### config.mk
export PLATFORM = sky130hd
export DESIGN_NAME = pio_fifo
export DESIGN_NICKNAME = d
export VERILOG_FILES = /design/src/rtl/pio_fifo.sv
export SDC_FILE = /design/constraint.sdc
export NUM_CORES = 1
export LEC_CHECK = 0
export BUFFER_PORTS_ARGS = -buffer_cell sky130_fd_sc_hd__buf_2
export CAP_MARGIN = 10
export CELL_PAD_IN_SITES_DETAIL_PLACEMENT = 1
export CELL_PAD_IN_SITES_GLOBAL_PLACEMENT = 1
export CORE_AREA = 4 4 208 210
export DETAILED_ROUTE_END_ITERATION = 8
export DIE_AREA = 0 0 212 214
export MAX_ROUTING_LAYER = met4
export PLACE_DENSITY_LB_ADDON = 0.12
export SKIP_CTS_REPAIR_TIMING = 1
export SYNTH_ARGS = -nofsm -noshare
export SYNTH_HDL_FRONTEND = slang
export SYNTH_SLANG_ARGS = --single-unit
### constraint.sdc
create_clock -name clk -period 10.11 [get_ports clk]
set_input_delay 3.033 -clock clk [delete_from_list [all_inputs] [get_ports clk]]
set_output_delay 3.033 -clock clk [all_outputs]
set_load 0.01 [all_outputs]
### src/rtl/pio_fifo.sv
`default_nettype none
// +--------------------------------------------------------------------------+
// | Module : pio_fifo                                                        |
// | Brief  : CPU-side TX/RX FIFO pair for one PIO machine, joinable storage. |
// | Rev    : 1.0                                                             |
// +--------------------------------------------------------------------------+
module pio_fifo #(
    parameter int WIDTH = 32,
    parameter int DEPTH = 4
) (
    input  logic                       clk,
    input  logic                       reset,
    input  logic                       join_tx,
    input  logic                       join_rx,
    input  logic                       cpu_wr,
    input  logic [WIDTH-1:0]           cpu_wdata,
    input  logic                       cpu_rd,
    output logic [WIDTH-1:0]           cpu_rdata,
    input  logic                       sm_pull,
    output logic [WIDTH-1:0]           sm_pull_data,
    input  logic                       sm_push,
    input  logic [WIDTH-1:0]           sm_push_data,
    output logic                       tx_full,
    output logic                       tx_empty,
    output logic                       rx_full,
    output logic                       rx_empty,
    output logic [$clog2(DEPTH)+1:0]   tx_level,
    output logic [$clog2(DEPTH)+1:0]   rx_level,
    output logic [3:0]                 fdebug,
    input  logic [3:0]                 fdebug_clr
);

    localparam int L  = $clog2(DEPTH) + 2;
    localparam int PW = $clog2(2 * DEPTH);
    localparam logic [L-1:0]  C_CAP1    = L'(DEPTH);
    localparam logic [L-1:0]  C_CAP2    = L'(2 * DEPTH);
    localparam logic [PW-1:0] C_RX_BASE = PW'(DEPTH);

    logic [WIDTH-1:0] r_mem [2*DEPTH];
    logic             r_join_tx, r_join_rx;
    logic [PW-1:0]    r_tx_rd, r_tx_wr, r_rx_rd, r_rx_wr;
    logic [L-1:0]     r_tx_level, r_rx_level;
    logic [3:0]       r_fdebug;

    logic             w_mode_tx, w_mode_rx, w_flush;
    logic [L-1:0]     w_tx_cap, w_rx_cap;
    logic [PW-1:0]    w_rx_base, w_rx_rd_addr, w_rx_wr_addr;
    logic             w_tx_wr_ok, w_tx_pull_ok, w_rx_push_ok, w_rx_rd_ok;
    logic [3:0]       w_fd_set;

    function automatic logic [PW-1:0] ptr_inc(input logic [PW-1:0] p, input logic [L-1:0] cap);
        return (({1'b0, p} + L'(1)) == cap) ? '0 : p + PW'(1);
    endfunction

    // Capacity follows the registered mode, which changes on the same edge that flushes the levels.
    assign w_mode_tx = r_join_tx;
    assign w_mode_rx = r_join_rx & ~r_join_tx;
    assign w_tx_cap  = w_mode_tx ? C_CAP2 : (w_mode_rx ? '0 : C_CAP1);
    assign w_rx_cap  = w_mode_tx ? '0 : (w_mode_rx ? C_CAP2 : C_CAP1);
    assign w_rx_base = w_mode_rx ? '0 : C_RX_BASE;
    assign w_flush   = (join_tx != r_join_tx) || (join_rx != r_join_rx);

    assign w_rx_rd_addr = w_rx_base + r_rx_rd;
    assign w_rx_wr_addr = w_rx_base + r_rx_wr;

    assign tx_level = r_tx_level;
    assign rx_level = r_rx_level;
    assign tx_full  = (r_tx_level == w_tx_cap);
    assign rx_full  = (r_rx_level == w_rx_cap);
    assign tx_empty = (r_tx_level == '0);
    assign rx_empty = (r_rx_level == '0);
    assign fdebug   = r_fdebug;

    assign sm_pull_data = tx_empty ? '0 : r_mem[r_tx_rd];
    assign cpu_rdata    = rx_empty ? '0 : r_mem[w_rx_rd_addr];

    // A full, enabled FIFO is never empty, so a concurrent pop always makes room for the write.
    assign w_tx_pull_ok = sm_pull && !tx_empty;
    assign w_tx_wr_ok   = cpu_wr && (w_tx_cap != '0) && (!tx_full || sm_pull);
    assign w_rx_rd_ok   = cpu_rd && !rx_empty;
    assign w_rx_push_ok = sm_push && (w_rx_cap != '0) && (!rx_full || cpu_rd);

    assign w_fd_set = w_flush ? 4'b0000 :
                      {sm_pull && !w_tx_pull_ok, cpu_wr && !w_tx_wr_ok,
                       cpu_rd && !w_rx_rd_ok,    sm_push && !w_rx_push_ok};

    always_ff @(posedge clk) begin
        if (reset) begin
            r_join_tx  <= 1'b0;
            r_join_rx  <= 1'b0;
            r_tx_rd    <= '0;
            r_tx_wr    <= '0;
            r_rx_rd    <= '0;
            r_rx_wr    <= '0;
            r_tx_level <= '0;
            r_rx_level <= '0;
            r_fdebug   <= '0;
        end else begin
            r_join_tx <= join_tx;
            r_join_rx <= join_rx;
            r_fdebug  <= (r_fdebug & ~fdebug_clr) | w_fd_set;
            if (w_flush) begin
                r_tx_rd    <= '0;
                r_tx_wr    <= '0;
                r_rx_rd    <= '0;
                r_rx_wr    <= '0;
                r_tx_level <= '0;
                r_rx_level <= '0;
            end else begin
                if (w_tx_wr_ok)   r_tx_wr <= ptr_inc(r_tx_wr, w_tx_cap);
                if (w_tx_pull_ok) r_tx_rd <= ptr_inc(r_tx_rd, w_tx_cap);
                if (w_rx_push_ok) r_rx_wr <= ptr_inc(r_rx_wr, w_rx_cap);
                if (w_rx_rd_ok)   r_rx_rd <= ptr_inc(r_rx_rd, w_rx_cap);
                r_tx_level <= r_tx_level + L'(w_tx_wr_ok) - L'(w_tx_pull_ok);
                r_rx_level <= r_rx_level + L'(w_rx_push_ok) - L'(w_rx_rd_ok);
            end
        end
    end

    // Storage needs no reset: heads are masked to zero whenever a direction is empty.
    always_ff @(posedge clk) begin
        if (!reset && !w_flush) begin
            if (w_tx_wr_ok)   r_mem[r_tx_wr]      <= cpu_wdata;
            if (w_rx_push_ok) r_mem[w_rx_wr_addr] <= sm_push_data;
        end
    end

endmodule
`default_nettype wire

==> results of run 1 <==
registers in the layout (all words and copies together), names as in the netlist, named ones only:
name,flops
r_rx_rd,3
r_join_tx,1
r_tx_rd,3
r_mem,256
r_join_rx,1
r_rx_wr,3
fdebug,4
rx_level,4
r_tx_wr,3
tx_level,4
per-layer routing:
metal / vias to the layer above / track usage (%) / share of wire [%]
met5: - / - / 0
met4: 0 / 4.84 / 1.8
met3: 58 / 3.10 / 4.0
met2: 230 / 36.3 / 50
met1: 5485 / 29.6 / 44
li1: 4611 / - / -
area by class of cell:
| class | count | area, µm² |
|---|---|---|
| fillers | 4169 | 22500 |
| flip-flops and latches | 285 | 8280 |
| multi-input cells | 695 | 7910 |
| repair buffers | 183 | 986 |
| clock buffers | 42 | 923 |
| well taps | 539 | 674 |
| clock inverters | 20 | 185 |
| inverters | 21 | 78.8 |
| diodes | 4 | 10.0 |
final timing paths:
kind	start	to	slack [ps]	cells past startpoint
max	r_join_rx	cpu_rdata[17]	3610	6
min reg2reg	fdebug[0]	fdebug[0]	470	2
max reg2reg	r_join_rx	r_mem[0][17]	6440	6
min	fdebug[0]	fdebug[0]	470	2
cell usage after synthesis (2+ instances only):
master and count:
sky130_fd_sc_hd__o21bai_1 3, sky130_fd_sc_hd__a21o_1 2, sky130_fd_sc_hd__a31oi_1 4, sky130_fd_sc_hd__nor4_1 3, sky130_fd_sc_hd__nand3b_1 2, sky130_fd_sc_hd__o31ai_1 5, sky130_fd_sc_hd__nor2_1 44, sky130_fd_sc_hd__o21ai_0 6
sky130_fd_sc_hd__a21oi_1 40, sky130_fd_sc_hd__mux2i_1 39, sky130_fd_sc_hd__buf_1 12, sky130_fd_sc_hd__nand2b_1 5, sky130_fd_sc_hd__inv_1 21, sky130_fd_sc_hd__xor2_1 4, sky130_fd_sc_hd__nand2_1 73, sky130_fd_sc_hd__ha_1 14
sky130_fd_sc_hd__buf_2 10, sky130_fd_sc_hd__nor2b_1 5, sky130_fd_sc_hd__dfxtp_1 29, sky130_fd_sc_hd__or3_1 3, sky130_fd_sc_hd__fa_1 2, sky130_fd_sc_hd__a32oi_1 2, sky130_fd_sc_hd__nor3b_1 4, sky130_fd_sc_hd__edfxtp_1 256
sky130_fd_sc_hd__xnor2_1 9, sky130_fd_sc_hd__o211ai_1 2, sky130_fd_sc_hd__and2_1 4, sky130_fd_sc_hd__mux2_2 220, sky130_fd_sc_hd__mux4_2 128, sky130_fd_sc_hd__nand3_1 6, sky130_fd_sc_hd__clkbuf_1 51, sky130_fd_sc_hd__o2111ai_1 3
sky130_fd_sc_hd__and3b_1 2, sky130_fd_sc_hd__buf_6 6, sky130_fd_sc_hd__nor3_1 6, sky130_fd_sc_hd__and3_1 2, sky130_fd_sc_hd__nor3b_4 2, sky130_fd_sc_hd__mux2_1 36
cell families after synthesis:
family                     after synthesis  synth area share (%)
AOI/OAI and AO/OA                       78                  3.00
muxes                                  423                  37.4
xor gates and xnor gates                13                 0.692
DFF                                    285                  50.2
adders and majority gates               16                  1.31
buffers and inverters                  100                  2.63
and+or+nand+nor                        165                  4.73
worst max-delay path: stages (launching register included):
cell and delay (ps):
sky130_fd_sc_hd__dfxtp_1 690, sky130_fd_sc_hd__nor2b_1 630, sky130_fd_sc_hd__xor2_4 770, sky130_fd_sc_hd__buf_4 360, sky130_fd_sc_hd__nand2_1 80, sky130_fd_sc_hd__a21oi_1 220
sky130_fd_sc_hd__buf_2 180
per-stage QoR:
step / cell area [µm²] / power [mW] / hold WS (ps) / worst slack, ps / std cells
3_5_place_dp: 17900 / 1.53 / 464 / 3990 / 1723
2_1_floorplan: 16500 / 1.44 / 488 / 2510 / 1080
6_report: 19000 / 2.74 / 471 / 3610 / 1789
3_3_place_gp: 17900 / 1.53 / 456 / 4070 / 1723
5_1_grt: 19000 / 2.83 / 499 / 3300 / 1789
4_1_cts: 19000 / 2.77 / 475 / 3430 / 1785
where the power goes:
| part | internal (mW) | leakage, nW | switching (mW) |
|---|---|---|---|
| combinational | 0.0906 | 3.34 | 0.113 |
| clock | 0.729 | 0.539 | 0.504 |
| sequential | 1.29 | 2.54 | 0.00881 |
==> impl_metrics.py, run 1 <==
metrics = {
    "power": {
        "vdd_ir_drop_max_v": 0.0000935,
        "total_leakage_power_nw": 6.42,
        "power.density_cell_area_nw_per_um2": 144,
    },
    "global_route": {
        "globalRoute.totalOverflow": 0,
        "largest_net_degree_at_the_start_of_global_routing": 47,
        "initial_antenna_violation_count": 4,
        "grtUsageTotal_pct": 22.1,
        "grt_pass1_wl_um": 73800,
        "grt_pass1_vias": 11400,
    },
    "yosys": {
        "average_size_of_a_mapped_cell_um2": 15.2,
        "ys_async_sr_fraction_pct": 0,
        "synth_top_area_share_pct": 46.7,
        "syn_nets": 1172,
        "register_bit_count_reported_by_yosys": 285,
        "synth_top_cells_by_area": "sky130_fd_sc_hd__edfxtp_1, sky130_fd_sc_hd__mux4_2, sky130_fd_sc_hd__mux2_2, sky130_fd_sc_hd__dfxtp_1, sky130_fd_sc_hd__mux2_1",
        "synth-edff-count": 256,
        "synthDistinctLibCells": 53,
        "seq_area_frac_synth_pct": 50.2,
        "postSynthCellCount": 1080,
        "yosysWarnings": 0,
        "mappedNetlistArea_um2": 16500,
        "synth.largest_area_cell": "sky130_fd_sc_hd__edfxtp_1",
        "postSynth.topFlopCell": "sky130_fd_sc_hd__edfxtp_1",
    },
    "clock_network": {
        "cts_num_sinks": 285,
        "cts-root-buf": "sky130_fd_sc_hd__clkbuf_16",
        "worst_skew_pair.late_latency_ps": 530,
        "h-tree-depth": 2,
        "cts_inserted_buffers": 35,
        "register_clock_pin_slew_on_the_reported_worst_setup_and_hold_paths_ps": 60,
        "cts.path.max_buffers": 3,
        "tritoncts": "yes",
    },
    "worst_setup_path": {
        "worst_ep_required_time_ps": 7080,
        "startpoint_type_of_the_worst_setup_path": "flip-flop",
        "setup.worst_path.end_class": "primary output",
        "critical_path_peak_fanout": 21,
        "worst_path_class_setup": "flip-flop to primary output",
        "critical_path_arrival_ps": 3470,
    },
    "sta": {
        "timing.fmax_mhz": 154,
        "fin_tns_setup_ps": 0,
        "worst_pin_slew_ps": 1220,
        "hold_viol_final": 0,
        "relSlewSlack_pct": 18.8,
        "final_setup_skew_ps": 14.9,
        "finalCritPeriodShare_pct": 64.3,
        "rsz0062_at_grt": "no",
        "final-max-slew-violation-count": 0,
        "period_minus_slack_ps": 6500,
        "setup-violations-final": 0,
    },
    "detailed_routing": {
        "finalWirelength_um": 48600,
        "drt-initial-drc-count": 634,
        "antenna_left": 0,
        "first_pass_iters": 5,
        "detail_route.drc_violations": 0,
        "routed_wire_length_per_instance_um": 27.2,
        "num_vias": 10400,
        "post_drt_via_cell_ratio": 5.80,
    },
    "die": {
        "fp-row-count": 75,
        "io_pins": 156,
        "chipHeight_um": 214,
        "die-area_um2": 45400,
        "floorplan.core_area_um2": 41600,
        "die_w_um": 212,
        "starting_utilization_of_the_core_area_pct": 39.6,
    },
    "run": {
        "drv_cap": 0,
    },
    "finish": {
        "layout-area-overhead-vs-synth_pct": 15.7,
        "layout_commonest_cell": "sky130_fd_sc_hd__edfxtp_1",
        "layout.cells.most_common_list": "sky130_fd_sc_hd__edfxtp_1, sky130_fd_sc_hd__mux2_2, sky130_fd_sc_hd__buf_2",
        "final_nets": 1313,
        "post_route_cells_drive_above_1_share_pct": 48.8,
        "finalCoreUtilization_pct": 45.8,
    },
    "run_status": {
        "run_status": "complete, no violations",
    },
    "placement": {
        "gp_routability_congestion": 0.787,
        "portBuffers": 155,
        "dp_hpwl_um": 29700,
    },
    "hold_path": {
        "min-delay-path-class": "flip-flop to flip-flop",
    },
}
No activity file was read; power rests on OpenSTA's default activity.
==> run 2: changes to the inputs <==
--- a/config.mk
+++ b/config.mk
@@ -5,13 +5,14 @@
 export SDC_FILE = /design/constraint.sdc
 export NUM_CORES = 1
 export LEC_CHECK = 0
+export ABC_AREA = 1
 export BUFFER_PORTS_ARGS = -buffer_cell sky130_fd_sc_hd__buf_2
 export CAP_MARGIN = 10
 export CELL_PAD_IN_SITES_DETAIL_PLACEMENT = 1
 export CELL_PAD_IN_SITES_GLOBAL_PLACEMENT = 1
-export CORE_AREA = 4 4 208 210
+export CORE_AREA = 4 4 216 218
 export DETAILED_ROUTE_END_ITERATION = 8
-export DIE_AREA = 0 0 212 214
+export DIE_AREA = 0 0 220 222
 export MAX_ROUTING_LAYER = met4
 export PLACE_DENSITY_LB_ADDON = 0.12
 export SKIP_CTS_REPAIR_TIMING = 1
==> constraint.sdc (replaced) <==
create_clock -name clk -period 6.8 [get_ports clk]
set_input_delay 2.04 -clock clk [delete_from_list [all_inputs] [get_ports clk]]
set_output_delay 2.04 -clock clk [all_outputs]
set_load 0.01 [all_outputs]
==> run 2 against run 1 <==
- area after synthesis grew 8.1%
- first-iteration DRC count rose by 130%
- clock power up 46%
- cell count increased by 72%
- critical path depth is 1 higher
- critical path type unchanged
- critical endpoint is now cpu_rdata[15]
==> impl_metrics.py, run 2 <==
metrics = {
    "run_status": {
        "run_status": "complete, no violations",
    },
    "detailed_routing": {
        "detail_route.drc_violations": 0,
        "met1Wirelength_um": 29400,
        "wl_met3_um": 4230,
        "finalWirelength_um": 70500,
        "total_length_of_routed_met2_wires_um": 34600,
        "post_drt_via_cell_ratio": 5.68,
        "antenna_left": 0,
        "num_vias": 17500,
        "drt-initial-drc-count": 1471,
        "first_pass_iters": 6,
        "routed_wire_length_per_instance_um": 22.9,
        "top_layer_used": "met4",
    },
    "global_route": {
        "globalRoute.totalOverflow": 0,
        "largest_net_degree_at_the_start_of_global_routing": 108,
        "grt_pass1_vias": 18400,
        "grt_pass1_wl_um": 107000,
        "initial_antenna_violation_count": 7,
        "grtUsageTotal_pct": 29.2,
    },
    "finish": {
        "final_nets": 2537,
        "multi_input_comb_area_um2": 8040,
        "area.sequential_um2": 8280,
        "layout-area-overhead-vs-synth_pct": 11.3,
        "post_route_cells_drive_above_1_share_pct": 11.5,
        "layout_commonest_cell": "sky130_fd_sc_hd__nand2_1",
        "fillers": 5657,
        "largest_register_ffs": 256,
        "finalCoreUtilization_pct": 44.1,
        "top_register": "r_mem",
        "layout.cells.most_common_list": "sky130_fd_sc_hd__nand2_1, sky130_fd_sc_hd__o21ai_0, sky130_fd_sc_hd__edfxtp_1",
    },
    "placement": {
        "dpl_worst_slack_ps": 1800,
        "portBuffers": 155,
        "gp_routability_congestion": 0.797,
        "dp_hpwl_um": 42500,
    },
    "clock_network": {
        "cts.path.max_buffers": 3,
        "cts-root-buf": "sky130_fd_sc_hd__clkbuf_16",
        "cts_inserted_buffers": 35,
        "tritoncts": "yes",
        "register_clock_pin_slew_on_the_reported_worst_setup_and_hold_paths_ps": 60,
        "worst_skew_pair.late_latency_ps": 520,
        "cts_num_sinks": 285,
        "h-tree-depth": 2,
    },
    "power": {
        "total_leakage_power_nw": 8.22,
        "vdd_ir_drop_max_v": 0.000123,
        "power.density_cell_area_nw_per_um2": 206,
    },
    "sta": {
        "finalWorstSetupSlack_ps": 1510,
        "setup-violations-final": 0,
        "rsz0062_at_grt": "no",
        "finalCritPeriodShare_pct": 77.8,
        "worst_pin_slew_ps": 1300,
        "hold_viol_final": 0,
        "final_setup_skew_ps": 12.7,
        "fin_hold_ws_ps": 472,
        "fin_tns_setup_ps": 0,
        "relSlewSlack_pct": 12.8,
        "period_minus_slack_ps": 5290,
        "final-max-slew-violation-count": 0,
        "timing.fmax_mhz": 189,
    },
    "yosys": {
        "ys_async_sr_fraction_pct": 0,
        "postSynthCellCount": 2443,
        "postSynth.topFlopCell": "sky130_fd_sc_hd__edfxtp_1",
        "synth_top_area_share_pct": 43.2,
        "average_size_of_a_mapped_cell_um2": 7.28,
        "synth-edff-count": 256,
        "synth.most_common_cell": "sky130_fd_sc_hd__nand2_1",
        "synthDistinctLibCells": 37,
        "synth_top_cells_by_area": "sky130_fd_sc_hd__edfxtp_1, sky130_fd_sc_hd__nand2_1, sky130_fd_sc_hd__o21ai_0, sky130_fd_sc_hd__a21oi_1, sky130_fd_sc_hd__nor2_1",
        "synth_commonest_cells": "sky130_fd_sc_hd__nand2_1, sky130_fd_sc_hd__o21ai_0, sky130_fd_sc_hd__edfxtp_1",
        "yosysWarnings": 0,
        "seq_area_frac_synth_pct": 46.5,
        "synth.largest_area_cell": "sky130_fd_sc_hd__edfxtp_1",
        "mappedNetlistArea_um2": 17800,
        "syn_nets": 2535,
        "register_bit_count_reported_by_yosys": 285,
    },
    "die": {
        "io_pins": 156,
        "die_w_um": 220,
        "starting_utilization_of_the_core_area_pct": 39.6,
        "fp-row-count": 78,
        "die-area_um2": 48800,
        "chipHeight_um": 222,
        "floorplan.core_area_um2": 44900,
    },
    "worst_setup_path": {
        "worst_ep_required_time_ps": 4760,
        "critical_path_arrival_ps": 3250,
        "worst_r2r_path_depth": 9,
        "worst_path_class_setup": "flip-flop to primary output",
        "startpoint_type_of_the_worst_setup_path": "flip-flop",
        "setup.worst_path.end_class": "primary output",
        "critical_path_peak_fanout": 26,
    },
    "hold_path": {
        "worstHoldPathCells": 2,
        "min-delay-path-class": "flip-flop to flip-flop",
    },
    "run": {
        "drv_cap": 0,
    },
}
## run 2: worst paths after layout
path / to / slack, ps / start
worst max-delay path: cpu_rdata[15] / 1510 / r_join_tx
worst min register to register: fdebug[3] / 470 / fdebug[3]
worst max register to register: r_mem[4][27] / 3240 / r_join_tx
worst min-delay path: fdebug[3] / 470 / fdebug[3]
## run 2: metal layers
layer  vias up  GRT usage [%]
li1       8010              -
met1      8754           36.5
met2       553           48.5
met3       153           4.45
met4         0           9.64
met5         -              -
## run 2: cells by family (layout without fill, tap and decap cells)
group                      Yosys count  count (layout)  share of synthesized area, %
and+or+nand+nor                   1081            1081                          23.9
AOI/OAI and AO/OA                  674             674                          19.1
adders and majority gates           16              16                          1.21
other                                0               5                             0
DFF                                285             285                          46.5
xor gates and xnor gates            10              10                         0.535
buffers and inverters              377             405                          8.81
## run 2: worst max-delay path: stages (launching register included)
cell	delay [ps]
sky130_fd_sc_hd__dfxtp_1	570
sky130_fd_sc_hd__inv_2	200
sky130_fd_sc_hd__nand2_2	220
sky130_fd_sc_hd__xor2_4	750
sky130_fd_sc_hd__buf_4	480
sky130_fd_sc_hd__o21ai_0	150
sky130_fd_sc_hd__a21oi_1	170
sky130_fd_sc_hd__buf_2	150
## run 2: stage by stage
step	std cells	cell area (µm²)	total power, mW
final	3076	19800	4.08
after detailed placement	3008	18700	2.33
after global routing	3076	19800	4.22
after CTS	3071	19800	4.11
after floorplan	2443	17800	2.19
after global placement	3007	18700	2.31
## run 2: final cells by class
type,instances,share of cell area (%)
Inverter,149,2.83
Timing Repair Buffer,193,5.49
Clock buffer,53,5.03
Antenna cell,5,0.0632
Multi-Input combinational cell,1781,40.6
Clock inverter,10,0.335
Tap cell,600,3.79
Sequential cell,285,41.8
## run 2: where the power goes
part | leakage [nW] | switching, mW | total, mW | internal, mW
clock | 0.514 | 0.743 | 1.79 | 1.05
sequential | 2.54 | 0.0116 | 1.93 | 1.92
combinational | 5.17 | 0.249 | 0.355 | 0.107
